## src/rtl/shaft_encoder_odometer.sv

```systemverilog
// Left/right wheel shaft encoder conditioning, odometry and tick-distance move handshake.
// Define ODO_STALL_ABORT_EN to abort an active move with a moveFault pulse when either wheel stalls.

module shaft_encoder_side #(
    parameter int DEBOUNCE_CYCLES = 50_000,
    parameter int STALL_CYCLES    = 25_000_000,
    parameter int PERIOD_W        = 26,
    parameter int TICK_W          = 16
) (
    input  logic                clk,
    input  logic                rst_n,
    input  logic                pulse_in,
    output logic                tick,
    output logic [TICK_W-1:0]   tick_count,
    output logic [PERIOD_W-1:0] period,
    output logic                period_valid,
    output logic                stall
);
    localparam int                  DB_W       = $clog2(DEBOUNCE_CYCLES + 1);
    localparam logic [DB_W-1:0]     DB_LAST    = DB_W'(DEBOUNCE_CYCLES - 1);
    localparam logic [PERIOD_W-1:0] STALL_VAL  = PERIOD_W'(STALL_CYCLES);
    localparam logic [PERIOD_W-1:0] PERIOD_MAX = '1;

    logic                sync1_q, sync1_d;
    logic                sync2_q, sync2_d;
    logic                deb_q, deb_d;
    logic                deb_prev_q, deb_prev_d;
    logic                tick_q, tick_d;
    logic [DB_W-1:0]     db_cnt_q, db_cnt_d;
    logic [TICK_W-1:0]   tick_cnt_q, tick_cnt_d;
    logic [PERIOD_W-1:0] period_cnt_q, period_cnt_d;
    logic [PERIOD_W-1:0] period_q, period_d;
    logic                period_valid_q, period_valid_d;
    logic                stall_q, stall_d;
    logic                armed_q, armed_d;

    always_comb begin
        sync1_d        = pulse_in;
        sync2_d        = sync1_q;
        deb_d          = deb_q;
        db_cnt_d       = '0;
        deb_prev_d     = deb_q;
        tick_d         = deb_q & ~deb_prev_q;
        tick_cnt_d     = tick_cnt_q;
        period_cnt_d   = period_cnt_q;
        period_d       = period_q;
        period_valid_d = 1'b0;
        stall_d        = stall_q;
        armed_d        = armed_q;

        // Any cycle where the synchronized input agrees with the accepted level restarts the count.
        if (sync2_q != deb_q) begin
            if (db_cnt_q == DB_LAST) begin
                deb_d = sync2_q;
            end else begin
                db_cnt_d = db_cnt_q + DB_W'(1);
            end
        end

        if (tick_q) begin
            tick_cnt_d   = tick_cnt_q + TICK_W'(1);
            period_cnt_d = '0;
            stall_d      = 1'b0;
            armed_d      = 1'b1;
            if (armed_q) begin
                period_d       = (period_cnt_q == PERIOD_MAX) ? PERIOD_MAX
                                                              : period_cnt_q + PERIOD_W'(1);
                period_valid_d = 1'b1;
            end
        end else begin
            if (period_cnt_q != PERIOD_MAX) begin
                period_cnt_d = period_cnt_q + PERIOD_W'(1);
            end
            // A stall invalidates the running interval, so the next tick only re-arms.
            if (period_cnt_d == STALL_VAL) begin
                stall_d = 1'b1;
                armed_d = 1'b0;
            end
        end
    end

    always_ff @(posedge clk) begin
        if (!rst_n) begin
            sync1_q        <= 1'b0;
            sync2_q        <= 1'b0;
            deb_q          <= 1'b0;
            deb_prev_q     <= 1'b0;
            tick_q         <= 1'b0;
            db_cnt_q       <= '0;
            tick_cnt_q     <= '0;
            period_cnt_q   <= '0;
            period_q       <= '0;
            period_valid_q <= 1'b0;
            stall_q        <= 1'b0;
            armed_q        <= 1'b0;
        end else begin
            sync1_q        <= sync1_d;
            sync2_q        <= sync2_d;
            deb_q          <= deb_d;
            deb_prev_q     <= deb_prev_d;
            tick_q         <= tick_d;
            db_cnt_q       <= db_cnt_d;
            tick_cnt_q     <= tick_cnt_d;
            period_cnt_q   <= period_cnt_d;
            period_q       <= period_d;
            period_valid_q <= period_valid_d;
            stall_q        <= stall_d;
            armed_q        <= armed_d;
        end
    end

    assign tick         = tick_q;
    assign tick_count   = tick_cnt_q;
    assign period       = period_q;
    assign period_valid = period_valid_q;
    assign stall        = stall_q;
endmodule

// Move handshake: a request is accepted on a cycle where cmdValid and cmdReady are both high;
// cmdReady is high only in IDLE and cmdTicks is sampled on that accepting cycle.
module shaft_encoder_odometer #(
    parameter int DEBOUNCE_CYCLES = 50_000,
    parameter int STALL_CYCLES    = 25_000_000,
    parameter int PERIOD_W        = 26,
    parameter int TICK_W          = 16
) (
    input  logic                clk,
    input  logic                rst_n,
    input  logic                shaftPulseL,
    input  logic                shaftPulseR,
    output logic [TICK_W-1:0]   tickCountL,
    output logic [TICK_W-1:0]   tickCountR,
    output logic [PERIOD_W-1:0] periodL,
    output logic [PERIOD_W-1:0] periodR,
    output logic                periodValidL,
    output logic                periodValidR,
    output logic                stallL,
    output logic                stallR,
    input  logic                cmdValid,
    output logic                cmdReady,
    input  logic [TICK_W-1:0]   cmdTicks,
    input  logic                cmdAbort,
    output logic                moveBusy,
    output logic                moveDone,
    output logic                moveFault,
    output logic [1:0]          move_state_dbg
);
    typedef enum logic [1:0] {
        IDLE = 2'd0,
        RUN  = 2'd1,
        DONE = 2'd2
    } move_state_e;

    localparam logic [TICK_W-1:0] TICK_MAX = '1;

    logic tick_l, tick_r;

    shaft_encoder_side #(
        .DEBOUNCE_CYCLES(DEBOUNCE_CYCLES),
        .STALL_CYCLES   (STALL_CYCLES),
        .PERIOD_W       (PERIOD_W),
        .TICK_W         (TICK_W)
    ) u_side_l (
        .clk         (clk),
        .rst_n       (rst_n),
        .pulse_in    (shaftPulseL),
        .tick        (tick_l),
        .tick_count  (tickCountL),
        .period      (periodL),
        .period_valid(periodValidL),
        .stall       (stallL)
    );

    shaft_encoder_side #(
        .DEBOUNCE_CYCLES(DEBOUNCE_CYCLES),
        .STALL_CYCLES   (STALL_CYCLES),
        .PERIOD_W       (PERIOD_W),
        .TICK_W         (TICK_W)
    ) u_side_r (
        .clk         (clk),
        .rst_n       (rst_n),
        .pulse_in    (shaftPulseR),
        .tick        (tick_r),
        .tick_count  (tickCountR),
        .period      (periodR),
        .period_valid(periodValidR),
        .stall       (stallR)
    );

    move_state_e       state_q, state_d;
    logic [TICK_W-1:0] target_q, target_d;
    logic [TICK_W-1:0] move_cnt_l_q, move_cnt_l_d;
    logic [TICK_W-1:0] move_cnt_r_q, move_cnt_r_d;
`ifdef ODO_STALL_ABORT_EN
    logic              fault_q, fault_d;
`endif

    always_comb begin
        state_d      = state_q;
        target_d     = target_q;
        move_cnt_l_d = move_cnt_l_q;
        move_cnt_r_d = move_cnt_r_q;
`ifdef ODO_STALL_ABORT_EN
        fault_d      = 1'b0;
`endif
        case (state_q)
            IDLE: begin
                if (cmdValid) begin
                    target_d     = cmdTicks;
                    move_cnt_l_d = '0;
                    move_cnt_r_d = '0;
                    state_d      = (cmdTicks == '0) ? DONE : RUN;
                end
            end
            RUN: begin
                if (tick_l && (move_cnt_l_q != TICK_MAX)) begin
                    move_cnt_l_d = move_cnt_l_q + TICK_W'(1);
                end
                if (tick_r && (move_cnt_r_q != TICK_MAX)) begin
                    move_cnt_r_d = move_cnt_r_q + TICK_W'(1);
                end
                // Abort outranks both completion and the stall abort.
                if (cmdAbort) begin
                    state_d = IDLE;
                end else if ((move_cnt_l_q >= target_q) && (move_cnt_r_q >= target_q)) begin
                    state_d = DONE;
                end
`ifdef ODO_STALL_ABORT_EN
                else if (stallL || stallR) begin
                    state_d = IDLE;
                    fault_d = 1'b1;
                end
`endif
            end
            DONE: begin
                state_d = IDLE;
            end
            default: begin
                state_d = IDLE;
            end
        endcase
    end

    always_ff @(posedge clk) begin
        if (!rst_n) begin
            state_q      <= IDLE;
            target_q     <= '0;
            move_cnt_l_q <= '0;
            move_cnt_r_q <= '0;
`ifdef ODO_STALL_ABORT_EN
            fault_q      <= 1'b0;
`endif
        end else begin
            state_q      <= state_d;
            target_q     <= target_d;
            move_cnt_l_q <= move_cnt_l_d;
            move_cnt_r_q <= move_cnt_r_d;
`ifdef ODO_STALL_ABORT_EN
            fault_q      <= fault_d;
`endif
        end
    end

    assign cmdReady       = (state_q == IDLE);
    assign moveBusy       = (state_q == RUN);
    assign moveDone       = (state_q == DONE);
    assign move_state_dbg = state_q;
`ifdef ODO_STALL_ABORT_EN
    assign moveFault      = fault_q;
`else
    assign moveFault      = 1'b0;
`endif
endmodule

```

## config.mk

```make
export PLATFORM = sky130hd
export DESIGN_NAME = shaft_encoder_odometer
export DESIGN_NICKNAME = d
export VERILOG_FILES = /design/src/rtl/shaft_encoder_odometer.sv
export SDC_FILE = /design/constraint.sdc
export NUM_CORES = 1
export LEC_CHECK = 0
export CAP_MARGIN = 10
export CORE_ASPECT_RATIO = 2
export CORE_UTILIZATION = 61
export DETAILED_ROUTE_END_ITERATION = 10
export GPL_TIMING_DRIVEN = 0
export PLACE_DENSITY = 0.88
export SYNTH_ARGS = -nofsm -noshare
export SYNTH_HDL_FRONTEND = slang
export SYNTH_SLANG_ARGS = --single-unit
```

## constraint.sdc

```tcl
create_clock -name clk -period 8.73 [get_ports clk]
set_clock_uncertainty 0.1 [all_clocks]
set_input_delay 2.619 -clock clk [delete_from_list [all_inputs] [get_ports clk]]
set_output_delay 2.619 -clock clk [all_outputs]
set_load 0.01 [all_outputs]
```

==> results.txt, run 1 <==
Setup WS pre-CTS -> 3.939 ns
RSZ-0062 raised after global routing -> false
final critical-path share of the clock period -> 54.56%
Hold-fix buffers, CTS -> 0
Syn Std Cell Area -> 0.01063 mm2
multi-input logic area -> 0.005587 mm2
IO Count -> 116
Max FO, Critical Path -> 6
final slew viol count -> 0
Post-CTS Setup Repair Bufs -> 0
Starting Density -> 61.87%
post-synthesis instance total -> 1,259
asr flop ratio synth -> 0%
n_diodes -> 0
Max Cap Viol -> 0
Syn Area/Cell -> 8.445 um2
DR vias -> 9,512
port bufs -> 113
critical path capture point type -> output port
TritonCTS clock tree -> built
via density per instance -> 5.886
met2 wire len -> 15,060 um
Required @ worst endpoint -> 6.01 ns
global-route wire length before repair -> 45,570 um
CP Class -> register to output port
Psw -> 0.4633 mW
number of synthesized register bits -> 234
Post-synth EDFFs -> 0
setup TNS -> 0 ns
post-layout util -> 73.79%
DPL Wire Length -> 21,210 um
mean routed wirelength per cell -> 17.57 um
switching fraction of total power -> 22.18%
Post-route DRC -> 0
DR pass1 iterations -> 5
Leak Pwr -> 4.501 nW
YS warnings -> 0
fmax -> 0.2099 GHz
Die ar. -> 0.01799 mm2
setup violators final -> 0
die height -> 188.7 um
Syn Nets -> 1,323
Tot GR Track Use -> 32.28%
DRT met1 WL -> 10,050 um
CP max-delay cell -> clkdlybuf4s50_1
cells along the critical path -> nand2b_1 -> inv_1 -> clkdlybuf4s50_1
met3 routed WL -> 1354 um
total wire length -> 28,400 um
CTS sink count -> 234
CTS max path bufs -> 3
share of layout cells above drive strength 1 -> 3.627%
cell area after layout -> 0.01268 mm2
worst-margin pin slew -> 0.7368 ns
status -> completed
clock latency on the worst-skew pair -> 0.50 ns
Pint -> 1.626 mW
die width -> 95.36 um
clk slew on worst S/H paths -> 0.07 ns
initial antenna violation count -> 0
CTS resizes -> 0
P&R area growth vs syn -> 19.28%
worst hold path type -> register to register
most frequent cells in the layout -> nor2_1 (252), dfxtp_1 (234), clkdlybuf4s50_1 (113)
setup ws final -> 3.967 ns
crit-path max cell delay -> 0.61 ns
Combinational Power Share -> 4.9%
Primary FF master, synth -> dfxtp_1
final hold violation count -> 0
Max VDD drop -> 0.1629 mV
Slew HR -> 50.43%
FF+latch area -> 0.004684 mm2
CTS H-tree depth -> 1
core area -> 0.01719 mm2
most common cell after layout, fill and taps aside -> nor2_1
post-synth cell types -> 64
Power per Cell Area -> 164.7 mW/mm2
CP arrival -> 2.04 ns
uppermost routed layer -> met4
total gr overflow -> 0
Worst setup SP type -> register
DRT antenna net count -> 0
CTS Buf Count -> 21
1st-iter DRT viols -> 360
post-layout min period -> 4.763 ns
Area after DPL -> 0.01203 mm2
GPL Wtd Cong -> 0.9766
Nets -> 1,459
vias in the first global route -> 9,570
Seq/Total Area, Yosys -> 44.06%
largest net degree at the start of global routing -> 16
Root Driver -> clkbuf_16
clock power share -> 43.1%
num rows -> 68
sequential power share -> 51.9%
Filler Cells Inserted -> 1,311
==> sequential cells by signal (all words and copies together), names as in the netlist, 2 cells and up <==
register and flops:
u_side_r.tick_count 16, move_state_dbg 2, u_side_r.period_cnt_q 26, u_side_l.db_cnt_q 16, u_side_l.period 26, u_side_r.period 26
target_q 16, move_cnt_r_q 16, move_cnt_l_q 16, u_side_l.tick_count 16, u_side_r.db_cnt_q 16, u_side_l.period_cnt_q 26
==> layout make-up <==
| cell class | count | share of cell area [%] |
|---|---|---|
| flip-flops and latches | 234 | 36.94 |
| well taps | 210 | 2.072 |
| repair buffers | 113 | 8.919 |
| inverters | 40 | 1.184 |
| multi-input cells | 931 | 44.05 |
| clock buffers | 31 | 4.834 |
| clock inverters | 3 | 0.3354 |
| plain buffers | 54 | 1.667 |
==> cells in the mapped netlist, types with 3 or more instances <==
cell type,number,area [um2]
a211oi_1,37,277.8
a21o_1,5,37.54
a21oi_1,51,255.2
a311oi_1,10,87.58
a31oi_1,8,50.05
and2_1,24,150.1
and3_1,23,143.9
and4_1,14,122.6
buf_1,5,18.77
buf_2,3,15.01
clkbuf_1,44,165.2
dfxtp_1,234,4684
ha_1,42,525.5
inv_1,37,138.9
mux2i_1,8,80.08
nand2_1,106,397.9
nand2b_1,5,31.28
nand3_1,57,285.3
nand4_1,42,262.8
nand4b_1,3,26.28
nor2_1,252,945.9
nor2b_1,6,37.54
nor3_1,21,105.1
nor3b_1,6,45.04
nor4_1,8,50.05
o21ai_0,25,125.1
o32ai_1,3,26.28
o41ai_1,4,35.03
or2_2,4,25.02
or3_1,12,75.07
xnor2_1,49,429.2
xor2_1,71,621.9
==> path summary, 6_finish.rpt <==
path                             from               end  slack, ns  cells past startpoint
max                 move_state_dbg[1]          moveBusy       3.97                      3
min               u_side_l.deb_prev_q     u_side_l.tick       0.28                      1
max reg2reg  u_side_l.period_cnt_q[1]  u_side_l.armed_q       4.28                     13
min reg2reg       u_side_l.deb_prev_q     u_side_l.tick       0.28                      1
==> logic make-up after synthesis <==
family,share of synthesized area [%]
xor+xnor,9.885
compound gates,9.791
fa+ha+maj,4.942
mux,0.9649
buf+inv,3.401
simple gates,26.92
flops,44.06
other cells,0.03527
==> per-layer routing <==
metal / vias to the layer above / global-route usage [%]
met5: - / 0
met4: 0 / 21.15
met3: 116 / 4.802
met2: 296 / 59.48
met1: 4483 / 32.04
li1: 4617 / -
==> metrics by stage <==
stage                     hold slack [ns]  instances  total power, mW
after global routing               0.3020       1616            2.153
final                              0.2786       1616            2.089
after global placement             0.2727       1582            1.208
after floorplan                    0.2674       1259            1.167
after detailed placement           0.2720       1582            1.210
after CTS                          0.2783       1616            2.099
==> critical path, delay by kind of cell (launching register included) <==
family | cells | cell delay (ns)
and+or+nand+nor | 1 | 0.28
buffers and inverters | 2 | 0.95
DFF | 1 | 0.33
==> power groups by stage <==
stage	Sequential (mW)	Combinational, mW	Clock (mW)
2_1_floorplan	1.11	0.0597	0
3_3_place_gp	1.11	0.0995	0
3_5_place_dp	1.11	0.101	0
4_1_cts	1.08	0.102	0.911
5_1_grt	1.09	0.114	0.954
6_report	1.09	0.103	0.901
No activity file was read; power rests on OpenSTA's default activity.
==> run 2, diff against run 1 <==
--- a/config.mk
+++ b/config.mk
@@ -7,10 +7,10 @@
 export LEC_CHECK = 0
 export CAP_MARGIN = 10
 export CORE_ASPECT_RATIO = 2
-export CORE_UTILIZATION = 61
+export CORE_UTILIZATION = 51
 export DETAILED_ROUTE_END_ITERATION = 10
 export GPL_TIMING_DRIVEN = 0
-export PLACE_DENSITY = 0.88
+export PLACE_DENSITY = 0.79
 export SYNTH_ARGS = -nofsm -noshare
 export SYNTH_HDL_FRONTEND = slang
 export SYNTH_SLANG_ARGS = --single-unit
==> constraint.sdc (replaced) <==
create_clock -name clk -period 4.18 [get_ports clk]
set_clock_uncertainty 0.1 [all_clocks]
set_input_delay 1.254 -clock clk [delete_from_list [all_inputs] [get_ports clk]]
set_output_delay 1.254 -clock clk [all_outputs]
set_load 0.01 [all_outputs]
==> run 2 against run 1 <==
Net effect: clock power is 130% higher; worst hold slack better by 0.020 ns; via count is 1.2% lower; total power is 120% higher; critical path depth is 10 higher; register-to-register slack worse by 4.0 ns; largest power group unchanged; wire length is 0.18% higher; count of clock-buffer cells in the layout is 2 lower; global-route usage is 5.5 points lower; cell area is 1.3% higher.
==> results.txt, run 2 (same netlist as run 1, synthesis figures left out) <==
GR Util met1 -> 25.57% (was 32.04%)
status -> completed (unchanged)
CTS H-tree depth -> 1 (unchanged)
Tot GR Track Use -> 26.74% (was 32.28%)
worst hold path type -> register to register (unchanged)
DRT antenna net count -> 0 (unchanged)
core area -> 0.02046 mm2 (was 0.01719 mm2)
Starting Density -> 51.96% (was 61.87%)
Post-route DRC -> 0 (unchanged)
Setup WS pre-CTS -> -0.2327 ns (was 3.939 ns)
CP Class -> register to register (was register to output port)
switching fraction of total power -> 22.26% (was 22.18%)
met3 global-route usage -> 3.469% (was 4.802%)
Pint -> 3.523 mW (was 1.626 mW)
share of layout cells above drive strength 1 -> 4.181% (was 3.627%)
setup violators final -> 0 (unchanged)
global-route wire length before repair -> 45,730 um (was 45,570 um)
DR vias -> 9,399 (was 9,512)
CTS sink count -> 234 (unchanged)
Area after DPL -> 0.01210 mm2 (was 0.01203 mm2)
Max Cap Viol -> 0 (unchanged)
total gr overflow -> 0 (unchanged)
worst-margin pin slew -> 0.8176 ns (was 0.7368 ns)
Nets -> 1,462 (was 1,459)
Slew HR -> 44.99% (was 50.43%)
Tot Pwr -> 4.532 mW (was 2.089 mW)
die width -> 104.1 um (was 95.36 um)
fmax -> 0.2561 GHz
total wire length -> 28,450 um (was 28,400 um)
Max VDD drop -> 0.3127 mV (was 0.1629 mV)
setup ws final -> 0.2756 ns (was 3.967 ns)
most frequent cells in the layout -> nor2_1 (252), dfxtp_1 (234), clkdlybuf4s50_1 (113) (unchanged)
post-layout util -> 62.76% (was 73.79%)
CP arrival -> 4.21 ns (was 2.04 ns)
mean routed wirelength per cell -> 16.96 um (was 17.57 um)
clock latency on the worst-skew pair -> 0.51 ns (was 0.50 ns)
CTS max path bufs -> 3 (unchanged)
CTS Buf Count -> 21 (unchanged)
most common cell after layout, fill and taps aside -> nor2_1 (unchanged)
fin cells -> 1,677 (was 1,616)
TritonCTS clock tree -> built (unchanged)
GPL Wtd Cong -> 0.9628 (was 0.9766)
via density per instance -> 5.605 (was 5.886)
n_diodes -> 0 (unchanged)
final slew viol count -> 0 (unchanged)
Root Driver -> clkbuf_16 (unchanged)
post-layout min period -> 3.904 ns
Required @ worst endpoint -> 4.48 ns (was 6.01 ns)
final hold violation count -> 0 (unchanged)
clk slew on worst S/H paths -> 0.07 ns (about the same)
cell area after layout -> 0.01284 mm2 (was 0.01268 mm2)
RSZ-0062 raised after global routing -> false (unchanged)
sequential power share -> 50.0% (was 51.9%)
final critical-path share of the clock period -> 93.41%
Combinational Power Share -> 4.8% (was 4.9%)
Die ar. -> 0.02147 mm2 (was 0.01799 mm2)
die height -> 206.2 um (was 188.7 um)
largest net degree at the start of global routing -> 16 (unchanged)
met2 Usage GRT -> 52.60% (was 59.48%)
port bufs -> 113 (unchanged)
initial antenna violation count -> 0 (unchanged)
dpl cells -> 1,638 (was 1,582)
most used routing layer in global routing -> met2 (unchanged)
Leak Pwr -> 4.549 nW (was 4.501 nW)
Psw -> 1.009 mW (was 0.4633 mW)
1st-iter DRT viols -> 302 (was 360)
IO Count -> 116 (unchanged)
P&R area growth vs syn -> 20.78% (was 19.28%)
DPL Wire Length -> 21,260 um (was 21,210 um)
DR pass1 iterations -> 5 (unchanged)
critical path capture point type -> register (was output port)
num rows -> 74 (was 68)
clock power share -> 45.2% (was 43.1%)
Max FO, Critical Path -> 10 (was 6)
Power per Cell Area -> 352.9 mW/mm2 (was 164.7 mW/mm2)
vias in the first global route -> 9,378 (was 9,570)
Worst setup SP type -> register (unchanged)
==> run 2: changes by cell type in the layout (fill, tap and decap cells not counted) <==
cell,before,now
buf_4,1,4
bufinv_16,1,3
clkbuf_1,49,47
clkinv_2,1,3
clkinv_1,1,0
inv_6,0,1
==> run 2: power groups by stage <==
stage / Combinational (mW) / Sequential (mW) / Clock, mW
3_3_place_gp: 0.209 / 2.31 / 0
4_1_cts: 0.215 / 2.26 / 2.09
5_1_grt: 0.236 / 2.27 / 2.17
3_5_place_dp: 0.213 / 2.32 / 0
2_1_floorplan: 0.125 / 2.31 / 0
6_report: 0.216 / 2.27 / 2.05
==> run 2: final cells by class <==
type / instances / area [um2]
plain buffers: 54 / 211.5
clock buffers: 29 / 605.6
clock inverters: 7 / 116.4
fillers: 1754 / 7620
inverters: 40 / 151.4
multi-input cells: 931 / 5587
flip-flops and latches: 234 / 4684
well taps: 266 / 332.8
repair buffers: 116 / 1154
==> run 2: worst max-delay path, cell delays in order, from the launching register on <==
cell and delay (ns):
dfxtp_1 0.41, ha_1 0.25, nand4_1 0.19, or2_1 0.38, nor4_4 0.34, clkinv_2 0.18
buf_2 0.23, ha_1 0.31, nor2_1 0.16, nand4_1 0.12, nor4_1 0.18, and4_1 0.28
nand4_1 0.21, o41a_1 0.44
==> run 2: path summary, 6_finish.rpt <==
path / startpoint / endpoint / slack (ns) / cells past startpoint
max: u_side_l.period_cnt_q[0] / u_side_l.armed_q / 0.28 / 13
min: u_side_r.deb_prev_q / u_side_r.tick / 0.30 / 1
max reg2reg: u_side_l.period_cnt_q[0] / u_side_l.armed_q / 0.28 / 13
min reg2reg: u_side_r.deb_prev_q / u_side_r.tick / 0.30 / 1
==> run 2: per-layer routing <==
metal	wire, um	share of wire (%)
met2	15310	54
met4	1722	6.1
met3	1095	3.8
met1	10320	36
met5	0	0
==> run 2: timing repair <==
action,CTS,global route
pin swaps,1,0
buffers inserted,1,2
hold buffers,0,0
setup endpoints to repair,2,1
gates resized for setup,1,0
==> run 2: per-stage QoR <==
stage | hold slack [ns] | TNS, ns
2_1_floorplan | 0.2674 | 0
3_3_place_gp | 0.2719 | -0.3110
3_5_place_dp | 0.2773 | -0.3793
4_1_cts | 0.2996 | 0
5_1_grt | 0.3150 | 0
6_report | 0.2982 | 0
